**src/rtl/sweep_data_packer_pkg.sv**
```systemverilog
// ---------------------------------------------------------------------------
// sweep_data_packer_pkg
// Shared constants and types for the sweep data packer:
//   - frame marker words (header, trailer, end-of-sweep mark)
//   - default payload buffer geometry
//   - packer state enumeration
//   - sat16(): clamp an internal count to the 16-bit N field
// ---------------------------------------------------------------------------
package sweep_data_packer_pkg;

  localparam logic [15:0] HEADER_WORD  = 16'h5A5A;
  localparam logic [15:0] TRAILER_WORD = 16'hA5A5;
  localparam logic [15:0] END_WORD     = 16'hEEEE;

  localparam int DEFAULT_BUF_DEPTH = 256;
  localparam int DEFAULT_BUF_AW    = 8;

  // Internal word counters are wider than the N field so frame tracking
  // stays exact for frames longer than 0xFFFF words; only N saturates.
  localparam int CNT_W = 32;

  typedef enum logic [2:0] {
    IDLE,
    HEADER,
    DACWORD,
    PAYLOAD,
    COUNT,
    TRAILER,
    DONE,
    ENDMARK
  } state_e;

  function automatic logic [15:0] sat16(input logic [CNT_W-1:0] v);
    return (|v[CNT_W-1:16]) ? 16'hFFFF : v[15:0];
  endfunction

endpackage

```
**src/rtl/sweep_data_packer_if.sv**
```systemverilog
// ---------------------------------------------------------------------------
// sweep_data_packer_if
// Bundles the acquisition-side inputs and USB-FIFO-side outputs of the
// sweep data packer.
//   master : the environment (acquisition stage + USB FIFO)
//   slave  : the packer itself
// Signals:
//   SweepACQData[15:0], SweepACQData_en  payload word + valid (no backpressure)
//   SingleDacDone, ACQDone               one-cycle step / sweep done pulses
//   OutDAC0[9:0]                         DAC0 value of the current step
//   UsbFifo_full                         downstream FIFO full
//   UsbFifoData[15:0], UsbFifoData_wren  word + write strobe to USB FIFO
//   DataTransmitDone                     pulse after a frame trailer
//   Overflow, StepError                  sticky error flags
// ---------------------------------------------------------------------------
interface sweep_data_packer_if;
  import sweep_data_packer_pkg::*;

  logic [15:0] SweepACQData;
  logic        SweepACQData_en;
  logic        SingleDacDone;
  logic        ACQDone;
  logic [9:0]  OutDAC0;
  logic        UsbFifo_full;
  logic [15:0] UsbFifoData;
  logic        UsbFifoData_wren;
  logic        DataTransmitDone;
  logic        Overflow;
  logic        StepError;

  modport master (
    output SweepACQData, SweepACQData_en, SingleDacDone, ACQDone, OutDAC0,
           UsbFifo_full,
    input  UsbFifoData, UsbFifoData_wren, DataTransmitDone, Overflow, StepError
  );

  modport slave (
    input  SweepACQData, SweepACQData_en, SingleDacDone, ACQDone, OutDAC0,
           UsbFifo_full,
    output UsbFifoData, UsbFifoData_wren, DataTransmitDone, Overflow, StepError
  );

endinterface

```
**src/rtl/sweep_pack_fifo.sv**
```systemverilog
// ---------------------------------------------------------------------------
// sweep_pack_fifo
// Synchronous show-ahead FIFO holding payload words between the acquisition
// stage and the frame writer. rd_data_o shows the head word whenever
// empty_o is low; rd_en_i pops it.
// Ports:
//   Clk, reset            clock, asynchronous active-high reset
//   wr_en_i, wr_data_i    push (ignored while full_o)
//   rd_en_i, rd_data_o    pop (ignored while empty_o), head word
//   full_o, empty_o       occupancy flags
// ---------------------------------------------------------------------------
module sweep_pack_fifo
  import sweep_data_packer_pkg::*;
#(
  parameter int DEPTH = DEFAULT_BUF_DEPTH,
  parameter int AW    = DEFAULT_BUF_AW
) (
  input  logic        Clk,
  input  logic        reset,
  input  logic        wr_en_i,
  input  logic [15:0] wr_data_i,
  input  logic        rd_en_i,
  output logic [15:0] rd_data_o,
  output logic        full_o,
  output logic        empty_o
);

  logic [15:0]   mem [DEPTH];
  logic [AW-1:0] wr_ptr_q, rd_ptr_q;
  logic [AW:0]   count_q;
  logic [15:0]   rd_data_q;

  logic          do_wr, do_rd;
  logic [AW-1:0] wr_ptr_inc, rd_ptr_inc, rd_addr;

  assign full_o  = (count_q == (AW+1)'(DEPTH));
  assign empty_o = (count_q == '0);
  assign do_wr   = wr_en_i && !full_o;
  assign do_rd   = rd_en_i && !empty_o;

  assign wr_ptr_inc = (wr_ptr_q == AW'(DEPTH-1)) ? '0 : wr_ptr_q + AW'(1);
  assign rd_ptr_inc = (rd_ptr_q == AW'(DEPTH-1)) ? '0 : rd_ptr_q + AW'(1);

  // Address of the word that will be at the head next cycle.
  assign rd_addr = do_rd ? rd_ptr_inc : rd_ptr_q;

  always_ff @(posedge Clk or posedge reset) begin
    if (reset) begin
      wr_ptr_q <= '0;
      rd_ptr_q <= '0;
      count_q  <= '0;
    end else begin
      if (do_wr) wr_ptr_q <= wr_ptr_inc;
      if (do_rd) rd_ptr_q <= rd_ptr_inc;
      case ({do_wr, do_rd})
        2'b10:   count_q <= count_q + (AW+1)'(1);
        2'b01:   count_q <= count_q - (AW+1)'(1);
        default: count_q <= count_q;
      endcase
    end
  end

  // RAM array with registered read; kept free of reset so it maps onto
  // block RAM. The head register reloads every cycle, and a word written
  // into the slot about to become the head is forwarded directly, which
  // gives show-ahead behaviour one cycle after the first write.
  always_ff @(posedge Clk) begin
    if (do_wr) mem[wr_ptr_q] <= wr_data_i;
    if (do_wr && (wr_ptr_q == rd_addr)) rd_data_q <= wr_data_i;
    else                                rd_data_q <= mem[rd_addr];
  end

  assign rd_data_o = rd_data_q;

endmodule

```
**src/rtl/sweep_data_packer.sv**
```systemverilog
// ---------------------------------------------------------------------------
// sweep_data_packer
// Packs sweep acquisition data into USB frames, one per DAC step:
//   0x5A5A, {6'b0, DAC}, N payload words, N, 0xA5A5
// and emits a single 0xEEEE once the whole sweep is done.
// Ports:
//   Clk    single rising-edge clock
//   reset  asynchronous active-high reset
//   bus    sweep_data_packer_if.slave (see interface file for signals)
// ---------------------------------------------------------------------------
module sweep_data_packer
  import sweep_data_packer_pkg::*;
#(
  parameter int BUF_DEPTH = DEFAULT_BUF_DEPTH,
  parameter int BUF_AW    = DEFAULT_BUF_AW
) (
  input logic                Clk,
  input logic                reset,
  sweep_data_packer_if.slave bus
);

  state_e           state_q;
  logic [9:0]       dac_q;
  logic [CNT_W-1:0] in_cnt_q;     // words accepted for the still-open frame
  logic [CNT_W-1:0] frame_len_q;  // frozen length of the closed frame
  logic [CNT_W-1:0] out_cnt_q;    // payload words written for current frame
  logic             done_pend_q;
  logic             acq_pend_q;
  logic             overflow_q;
  logic             step_err_q;

  logic             fifo_full, fifo_empty, fifo_rd;
  logic [15:0]      fifo_rd_data;

  logic             acc_word, done_take, frame_left, pay_wr;
  logic             wr_req, wren;
  logic [15:0]      out_word;

  assign acc_word = bus.SweepACQData_en && !fifo_full;

  // A step-done is accepted when none is pending, or in DONE where the
  // pending one is being retired that same cycle.
  assign done_take = bus.SingleDacDone && (!done_pend_q || (state_q == DONE));

  // Until the frame is closed every buffered word belongs to it; once
  // closed, only frame_len_q words do and the rest belong to the next one.
  assign frame_left = done_pend_q ? (out_cnt_q != frame_len_q) : 1'b1;
  assign pay_wr     = (state_q == PAYLOAD) && frame_left && !fifo_empty;
  assign fifo_rd    = pay_wr && !bus.UsbFifo_full;

  sweep_pack_fifo #(
    .DEPTH (BUF_DEPTH),
    .AW    (BUF_AW)
  ) u_fifo (
    .Clk       (Clk),
    .reset     (reset),
    .wr_en_i   (bus.SweepACQData_en),
    .wr_data_i (bus.SweepACQData),
    .rd_en_i   (fifo_rd),
    .rd_data_o (fifo_rd_data),
    .full_o    (fifo_full),
    .empty_o   (fifo_empty)
  );

  // Output word and write request decoded from the registered state. The
  // strobe is gated by the live full flag so it can never be high while
  // the USB FIFO is full.
  always_comb begin
    wr_req   = 1'b0;
    out_word = 16'h0000;
    case (state_q)
      HEADER:  begin wr_req = 1'b1;   out_word = HEADER_WORD;       end
      DACWORD: begin wr_req = 1'b1;   out_word = {6'b0, dac_q};     end
      PAYLOAD: begin wr_req = pay_wr; out_word = fifo_rd_data;      end
      COUNT:   begin wr_req = 1'b1;   out_word = sat16(out_cnt_q);  end
      TRAILER: begin wr_req = 1'b1;   out_word = TRAILER_WORD;      end
      ENDMARK: begin wr_req = 1'b1;   out_word = END_WORD;          end
      default: ;
    endcase
  end

  assign wren = wr_req && !bus.UsbFifo_full;

  assign bus.UsbFifoData      = out_word;
  assign bus.UsbFifoData_wren = wren;
  assign bus.DataTransmitDone = (state_q == DONE);
  assign bus.Overflow         = overflow_q;
  assign bus.StepError        = step_err_q;

  always_ff @(posedge Clk or posedge reset) begin
    if (reset) begin
      state_q     <= IDLE;
      dac_q       <= '0;
      in_cnt_q    <= '0;
      frame_len_q <= '0;
      out_cnt_q   <= '0;
      done_pend_q <= 1'b0;
      acq_pend_q  <= 1'b0;
      overflow_q  <= 1'b0;
      step_err_q  <= 1'b0;
    end else begin
      if (bus.SweepACQData_en && fifo_full) overflow_q <= 1'b1;
      if (bus.SingleDacDone && !done_take)  step_err_q <= 1'b1;

      // Closing a frame includes a word accepted on the same cycle.
      if (done_take) begin
        frame_len_q <= in_cnt_q + CNT_W'(acc_word);
        in_cnt_q    <= '0;
      end else if (acc_word) begin
        in_cnt_q    <= in_cnt_q + CNT_W'(1);
      end

      if (done_take)             done_pend_q <= 1'b1;
      else if (state_q == DONE)  done_pend_q <= 1'b0;

      if (bus.ACQDone)                                   acq_pend_q <= 1'b1;
      else if ((state_q == ENDMARK) && !bus.UsbFifo_full) acq_pend_q <= 1'b0;

      case (state_q)
        IDLE: begin
          // Pending frames always go out before the end-of-sweep mark.
          if (done_pend_q || !fifo_empty) begin
            state_q   <= HEADER;
            dac_q     <= bus.OutDAC0;
            out_cnt_q <= '0;
          end else if (acq_pend_q) begin
            state_q   <= ENDMARK;
          end
        end
        HEADER:  if (!bus.UsbFifo_full) state_q <= DACWORD;
        DACWORD: if (!bus.UsbFifo_full) state_q <= PAYLOAD;
        PAYLOAD: begin
          if (done_pend_q && (out_cnt_q == frame_len_q)) begin
            state_q <= COUNT;
          end else if (fifo_rd) begin
            out_cnt_q <= out_cnt_q + CNT_W'(1);
          end
        end
        COUNT:   if (!bus.UsbFifo_full) state_q <= TRAILER;
        TRAILER: if (!bus.UsbFifo_full) state_q <= DONE;
        DONE:    state_q <= IDLE;
        ENDMARK: if (!bus.UsbFifo_full) state_q <= IDLE;
        default: state_q <= IDLE;
      endcase
    end
  end

endmodule

```
**src/flat_wrapper.sv**
```systemverilog
// flat-port wrapper written by rule: the top's interface ports become plain ports
module sweep_data_packer_flat import sweep_data_packer_pkg::*;
#(
  parameter int BUF_DEPTH = DEFAULT_BUF_DEPTH,
  parameter int BUF_AW    = DEFAULT_BUF_AW
)
  (Clk, reset, bus_SweepACQData, bus_SweepACQData_en, bus_SingleDacDone, bus_ACQDone, bus_OutDAC0, bus_UsbFifo_full, bus_UsbFifoData, bus_UsbFifoData_wren, bus_DataTransmitDone, bus_Overflow, bus_StepError);
  sweep_data_packer_if bus_i ();
  input logic Clk;
  input logic reset;
  input wire logic [$bits(bus_i.SweepACQData)-1:0] bus_SweepACQData;
  input wire logic [$bits(bus_i.SweepACQData_en)-1:0] bus_SweepACQData_en;
  input wire logic [$bits(bus_i.SingleDacDone)-1:0] bus_SingleDacDone;
  input wire logic [$bits(bus_i.ACQDone)-1:0] bus_ACQDone;
  input wire logic [$bits(bus_i.OutDAC0)-1:0] bus_OutDAC0;
  input wire logic [$bits(bus_i.UsbFifo_full)-1:0] bus_UsbFifo_full;
  output wire logic [$bits(bus_i.UsbFifoData)-1:0] bus_UsbFifoData;
  output wire logic [$bits(bus_i.UsbFifoData_wren)-1:0] bus_UsbFifoData_wren;
  output wire logic [$bits(bus_i.DataTransmitDone)-1:0] bus_DataTransmitDone;
  output wire logic [$bits(bus_i.Overflow)-1:0] bus_Overflow;
  output wire logic [$bits(bus_i.StepError)-1:0] bus_StepError;
  assign bus_i.SweepACQData = bus_SweepACQData;
  assign bus_i.SweepACQData_en = bus_SweepACQData_en;
  assign bus_i.SingleDacDone = bus_SingleDacDone;
  assign bus_i.ACQDone = bus_ACQDone;
  assign bus_i.OutDAC0 = bus_OutDAC0;
  assign bus_i.UsbFifo_full = bus_UsbFifo_full;
  assign bus_UsbFifoData = bus_i.UsbFifoData;
  assign bus_UsbFifoData_wren = bus_i.UsbFifoData_wren;
  assign bus_DataTransmitDone = bus_i.DataTransmitDone;
  assign bus_Overflow = bus_i.Overflow;
  assign bus_StepError = bus_i.StepError;
  sweep_data_packer #(.BUF_DEPTH(BUF_DEPTH), .BUF_AW(BUF_AW)) u_core (.Clk(Clk), .reset(reset), .bus(bus_i));
endmodule
```
**config.mk**
```make
export PLATFORM = sky130hd
export DESIGN_NAME = sweep_data_packer_flat
export DESIGN_NICKNAME = d
export VERILOG_FILES = /design/src/rtl/sweep_data_packer_pkg.sv /design/src/rtl/sweep_data_packer_if.sv /design/src/rtl/sweep_pack_fifo.sv /design/src/rtl/sweep_data_packer.sv /design/src/flat_wrapper.sv
export SDC_FILE = /design/constraint.sdc
export NUM_CORES = 2
export LEC_CHECK = 0
export ABC_AREA = 1
export BUFFER_PORTS_ARGS = -buffer_cell sky130_fd_sc_hd__buf_4
export CAP_MARGIN = 5
export CELL_PAD_IN_SITES_DETAIL_PLACEMENT = 1
export CELL_PAD_IN_SITES_GLOBAL_PLACEMENT = 2
export CORE_ASPECT_RATIO = 1.25
export CORE_MARGIN = 2
export CORE_UTILIZATION = 44
export CTS_CLUSTER_DIAMETER = 150
export DETAILED_ROUTE_END_ITERATION = 10
export PLACE_DENSITY = 0.91
export REMOVE_ABC_BUFFERS = 1
export SYNTH_ARGS = -nofsm -noshare
export SYNTH_HDL_FRONTEND = slang
export SYNTH_HIERARCHICAL = 1
export SYNTH_SLANG_ARGS = --single-unit
```
**constraint.sdc**
```tcl
create_clock -name Clk -period 3.89 [get_ports Clk]
set_clock_uncertainty 0.1 [all_clocks]
set_input_delay 0.389 -clock Clk [delete_from_list [all_inputs] [get_ports Clk]]
set_output_delay 0.389 -clock Clk [all_outputs]
set_load 0.005 [all_outputs]
```
# ---- Word-level counts from Yosys, hierarchy flattened
# Memory sizes are Yosys's and may differ from the RTL's. A register that Yosys moved wholly into a read port is not among the register bits.
# Cells that the tools add are included.
dict set report op_classes {
  n_addsub 7
  n_eq_ne 24
  muxes 29
  n_reduce_logical 30
}
# operator count
set op_table {}
lappend op_table {{$mux W32} 5}
lappend op_table {{$pmux W16 S6} 1}
lappend op_table {{$add A32 B1 Y32 const B} 2}
lappend op_table {{$pmux W32 S2} 1}
lappend op_table {{$add A32 B1 Y32} 1}
lappend op_table {{$eq A32 B32 Y1} 1}
lappend op_table {{$ne A32 B32 Y1} 1}
lappend op_table {{$mux W3} 8}
lappend op_table {{$mux W8} 3}
lappend op_table {{$pmux W3 S8} 1}
lappend op_table {{$pmux W9 S2} 1}
lappend op_table {{$add A8 B1 Y8 const B} 2}
lappend op_table {{$eq A8 B8 Y1 const B} 2}
lappend op_table {{$mux W16} 1}
lappend op_table {{$ne A2 B2 Y1 const B} 8}
lappend op_table {{$reduce_or A16 Y1} 1}
lappend op_table {{$eq A3 B3 Y1 const B} 4}
lappend op_table {{$logic_and A1 B1 Y1} 11}
lappend op_table {{$reduce_bool A2 Y1} 5}
lappend op_table {{$add A9 B1 Y9 const B} 1}
lappend op_table {{$eq A9 B9 Y1 const B} 1}
lappend op_table {{$logic_not A9 Y1} 1}
lappend op_table {{$sub A9 B1 Y9 const B} 1}
lappend op_table {{$mux W1} 7}
lappend op_table {{other kinds (14)} 20}
dict set report totals {
  register_bits 138
  mem_bits_rw 4096
  elab_cells 103
  memories 1
}
# memory words word_bits rd rd_clocked_by_memory_dff wr line_no
set mem_list {}
lappend mem_list {u_core.u_fifo.mem 256 16 1 1 1 sweep_pack_fifo.sv:28} ;# logic [15:0] mem [DEPTH];

# ---- Longest topological paths before layout
dict set report depth {
  word_depth 8
  mapped_depth 24
  depth_no_buf 22
}

# ---- By module
# Netlist, hierarchy kept.
# mod n_inst cells_each area_each_um2
set modules_own_cells {}
lappend modules_own_cells {sweep_pack_fifo 1 13756 166785.0}
lappend modules_own_cells {sweep_data_packer 1 1076 7363.3}

# ---- Worst setup path before layout
# OpenSTA, ideal clock, no wires.
dict set report synth_timing {
  path_kind {reg-to-reg}
  start {reg u_core.out_cnt_q[27]}
  end {reg u_core.u_fifo.count_q[6]}
  t_arrival_ps 2821
  path_slack_ps 904
  path_stages_with_launch 23
  synth_period_minus_slack_ps 2986
  cell_sequence {dfrtp_1 buf_2 nand2_1 nand2_1 nor2_1 nand2_1 nor2_1 nand3_1 o21ai_2 nor2_1 nand2_1 inv_1 ha_1 buf_4 xor2_1 ha_1 nor2_1 o21ai_1 nand2_1 o21ai_1 xor2_1 nand2_1 nand2_1}
}
dict set report synth_between {
  elab_chain_cells 8
  elab_cells_between_ends 10
  cone_classes {eq/ne (3); mux (2); reduce/logical (5)}
}
# element line_no
set synth_rtl {}
lappend synth_rtl {{start: declaration} sweep_data_packer.sv:26} ;# logic [CNT_W-1:0] out_cnt_q;
lappend synth_rtl {{start signal: assignment} sweep_data_packer.sv:136} ;# out_cnt_q <= out_cnt_q + CNT_W'(1);
lappend synth_rtl {{$ne A32 B32 Y1 *} sweep_data_packer.sv:47} ;# assign frame_left = done_pend_q ? (out_cnt_q != frame_len_q) : 1'b1;
lappend synth_rtl {{$mux W1 *} sweep_data_packer.sv:47}
lappend synth_rtl {{$logic_and A1 B1 Y1 * (2 in series)} sweep_data_packer.sv:48} ;# assign pay_wr = (state_q == PAYLOAD) && frame_left && !fifo_empty;
lappend synth_rtl {{$logic_and A1 B1 Y1 *} sweep_data_packer.sv:49} ;# assign fifo_rd = pay_wr && !bus.UsbFifo_full;
lappend synth_rtl {{named net u_core.fifo_rd} sweep_data_packer.sv:32} ;# logic fifo_full, fifo_empty, fifo_rd;
lappend synth_rtl {{$logic_and A1 B1 Y1 *} sweep_pack_fifo.sv:39} ;# assign do_rd = rd_en_i && !empty_o;
lappend synth_rtl {{$eq A2 B1 Y1 or $eq A2 B2 Y1 (tied branches)} sweep_pack_fifo.sv:55} ;# case ({do_wr, do_rd})
lappend synth_rtl {{$pmux W9 S2 or $reduce_bool A2 Y1 (tied branches)} --}
lappend synth_rtl {{end signal: assignment} sweep_pack_fifo.sv:56} ;# 2'b10: count_q <= count_q + (AW+1)'(1);
lappend synth_rtl {{end signal: assignment} sweep_pack_fifo.sv:57} ;# 2'b01: count_q <= count_q - (AW+1)'(1);
lappend synth_rtl {{end signal: assignment} sweep_pack_fifo.sv:58} ;# default: count_q <= count_q;
lappend synth_rtl {{end: declaration} sweep_pack_fifo.sv:30} ;# logic [AW:0] count_q;
# The timed path passes the listed nets; every way through them passes the cells marked *.
# A chain may end at the register's enable or synchronous reset.

==> results.cfg <==
[synthesis]
synth.yosys.seq_area_share_pct = 72.70
syn-mean-instance-area_sq_um = 11.74
synth-edff-count = 4096
async_flop_share_pct = 3.253
count_of_warnings_emitted_by_yosys = 6
ys_types = 48
synthesis.instances = 14830
synth_area_sq_um = 174100
postSynth.topFlopCell = edfxtp_1
ys_seq_elements = 4242

[final_layout]
drive_above_1_share_pct = 13.19
finalInstanceArea_sq_um = 204400
total_area_of_multi_input_combinational_cells_sq_um = 44550
mostFrequentLayoutCells = nand2_1, edfxtp_1, nand3_1
layout.cells.most_common = nand2_1
final.fill_count = 40190
register_area_sq_um = 126600
area_growth_syn_to_layout_pct = 17.36
layoutNonFillerInstCount = 20820
finish.net_count = 15310

[sta]
min_setup_slack_post_route_ns = -0.7398
report.final.slew_viol_count = 84
final_hold_vios = 0
report.final.setup_viol = 16
hold-worst-slack_ns = 0.08001
fin_crit_sh_pct = 119.0
worst_slew_pin_slew_ns = 1.558
timing.fmax_ghz = 0.2160
setup_tns_ns = -10.61
max-slew-margin-rel_pct = -3.876
period_minus_slack_ns = 4.630
rsz0062_at_grt = true

[detailed_routing]
drt_pre_antenna_iters = 6
initialDrtViolationCount = 16870
wl_per_cell_um = 30.07
drc_errors = 0
wirelength_um = 625900
detail_route.vias_per_cell = 6.137
vias = 127800
ant_nets = 0

[global_route]
grt_max_degree = 112
grt_overflow = 0
antenna_found_initial = 17
grt_pass1_wl_um = 870200
grt.total_usage_pct = 29.11
grt_pass1_vias = 131500

[setup_path]
worst_r2r_startpoint = u_core/u_fifo/count_q[1]
critical_path.slowest_cell = dfxtp_4
r2r-end = u_core/u_fifo/mem[31][15]
crit_path_start_kind = flip-flop
timing.critical_path.to_type = primary output
worstPathCellList = buf_12, clkinv_16, buf_12, buf_16, buf_4, nand2_1, nand3_1, nand3_1, nand3_1, nand3_1, nand3_1, nand3_1, nand2_1, buf_4, nand2_1, nand2_2, a21oi_2, nand2_1, buf_4
cp_slowest_stage_delay_ns = 0.39
reg2reg_setup_slack_ns = 0.26
worstSetupPathType = flip-flop to primary output
crit_arrival_ns = 4.14
crit_path_end = bus_UsbFifoData[13]
worst-r2r-cell-count = 11
worst_path_fanout_max = 13
crit_top_cell = nand3_1
required_ns = 3.40
levels_on_crit_path = 19
worst_path_dominant_cell_family = simple AND/OR/NAND/NOR gates
timing.critical_path.buf_inv = 7

[placement]
place.detailed.instances = 19890
routabilityCongestion = 0.9000
postPlaceCellArea_sq_um = 184700
io_buffer_count = 51
post-dp-hpwl_um = 351500

[pwr]
static-leakage-power_nw = 72.75
ir_worst_vdd_mv = 0.4523
power_density_nw_per_um2 = 734.6
finalPower_mw = 150.1

[clocking]
clock_tree_from_tritoncts = yes
insertion_delay_ns = 1.04
cts_sinks = 4242
tritoncts.num_buffers = 408
clockRootBuffer = clkbuf_16
worst_setup_hold_path_clk_slew_ns = 0.07
ctsHtreeMaxLevel = 5
clockBufferDepth = 4

[die]
floorplan.io_pins = 52
die-width_um = 566.7
core_area_sq_um = 394500
floorplan.initialDensity_pct = 44.15
fp-row-count = 258
die_h_um = 707.4
die_ar_sq_um = 400900

[flow_run]
timing.max_cap.violations = 2

[min_path]
min_path_type = input pin to flip-flop

[status]
failed_checks = max-capacitance violations, max-slew violations, negative setup slack
run_status = complete, but fails checks
-- layer usage --
metal	GRT usage, %	up-vias	wire length, um	part of all wire, %
met2	49.42	7343	307300	49
met3	4.304	1613	53640	8.6
met4	18.26	6	42620	6.8
met5	0	-	39	0.0062
li1	-	53490	-	-
met1	34.89	65300	222300	36
-- metrics by stage --
| step | utilization, % | setup slack (ns) |
|---|---|---|
| 2_1_floorplan | - | -134.81 |
| 3_3_place_gp | 46.81 | -0.2974 |
| 3_5_place_dp | 46.81 | -0.3101 |
| 4_1_cts | 50.58 | -0.7899 |
| 5_1_grt | 51.80 | -0.7364 |
| 6_report | 51.81 | -0.7398 |
-- synthesized netlist by cell type (38+ instances only) --
cell	number	area (sq um)
buf_2	553	2768
buf_6	38	427.9
xor2_1	48	420.4
clkbuf_1	154	578.1
inv_1	152	570.6
o21ai_0	85	425.4
buf_1	76	285.3
a21oi_1	44	220.2
edfxtp_1	4096	123000
nand2_1	4563	17130
buf_4	154	1156
dfrtp_1	138	3453
nor2_1	403	1513
nand3_1	4121	20620
nor3_1	45	225.2
-- registers in the layout, summed over array words and instances, names as in the netlist, named ones only --
name	flops
u_core/dac_q	10
u_core/acq_pend_q	1
u_core/done_pend_q	1
u_core/u_fifo/count_q	9
u_core/frame_len_q	32
u_core/u_fifo/wr_ptr_q	8
u_core/state_q	3
u_core/in_cnt_q	32
u_core/out_cnt_q	32
u_core/u_fifo/mem	4096
u_core/bus.Overflow	1
u_core/u_fifo/rd_ptr_q	8
u_core/bus.StepError	1
-- worst min-delay path, stage by stage --
cell and delay [ns]:
dlygate4sd3_1 0.53, buf_4 0.10, mux2_2 0.13
-- where the power goes --
group          internal, mW  switching [mW]
combinational          18.8            40.2
sequential             50.9           0.600
clock                  21.7            17.9
-- how the worst min path moves through the flow --
stage / startpoint / to / slack (ns) / cells after the start
global placement: u_core/frame_len_q[18] / u_core/frame_len_q[18] / 0.37 / 2
finish: bus_OutDAC0[0] / u_core/dac_q[0] / 0.08 / 3
floorplan: reset / u_core/u_fifo/count_q[0] / 0.32 / 1
detailed placement: u_core/in_cnt_q[31] / u_core/in_cnt_q[31] / 0.38 / 1
global route: bus_OutDAC0[7] / u_core/dac_q[7] / 0.07 / 3
CTS: bus_OutDAC0[2] / u_core/dac_q[2] / 0.03 / 3
-- cell families after synthesis --
family / synth area share, %
muxes: 0.06466
and+or+nand+nor: 22.95
DFF: 72.70
xor gates and xnor gates: 0.3319
AOI/OAI and AO/OA: 0.4871
buffers and inverters: 3.372
adders and majority gates: 0.08621
-- layout make-up --
type / instances / area share [%]
clock buffer: 506 / 5.252
timing repair inverter: 5 / 0.03551
antenna: 20 / 0.02449
inverter: 162 / 0.3343
tap: 5200 / 3.183
sequential: 4242 / 61.96
clock inverter: 234 / 1.060
timing repair buffer: 1001 / 6.350
multi-input combinational: 9447 / 21.80
-- repair_timing --
action	in CTS	in global routing
hold buffers	33	0
setup endpoints to repair	16	18
gates resized for setup	181	539
gates cloned	20	70
endpoints found under the hold margin	1321	0
setup buffers	11	43
pin swaps	13	115
No activity file was read; power rests on OpenSTA's default activity.
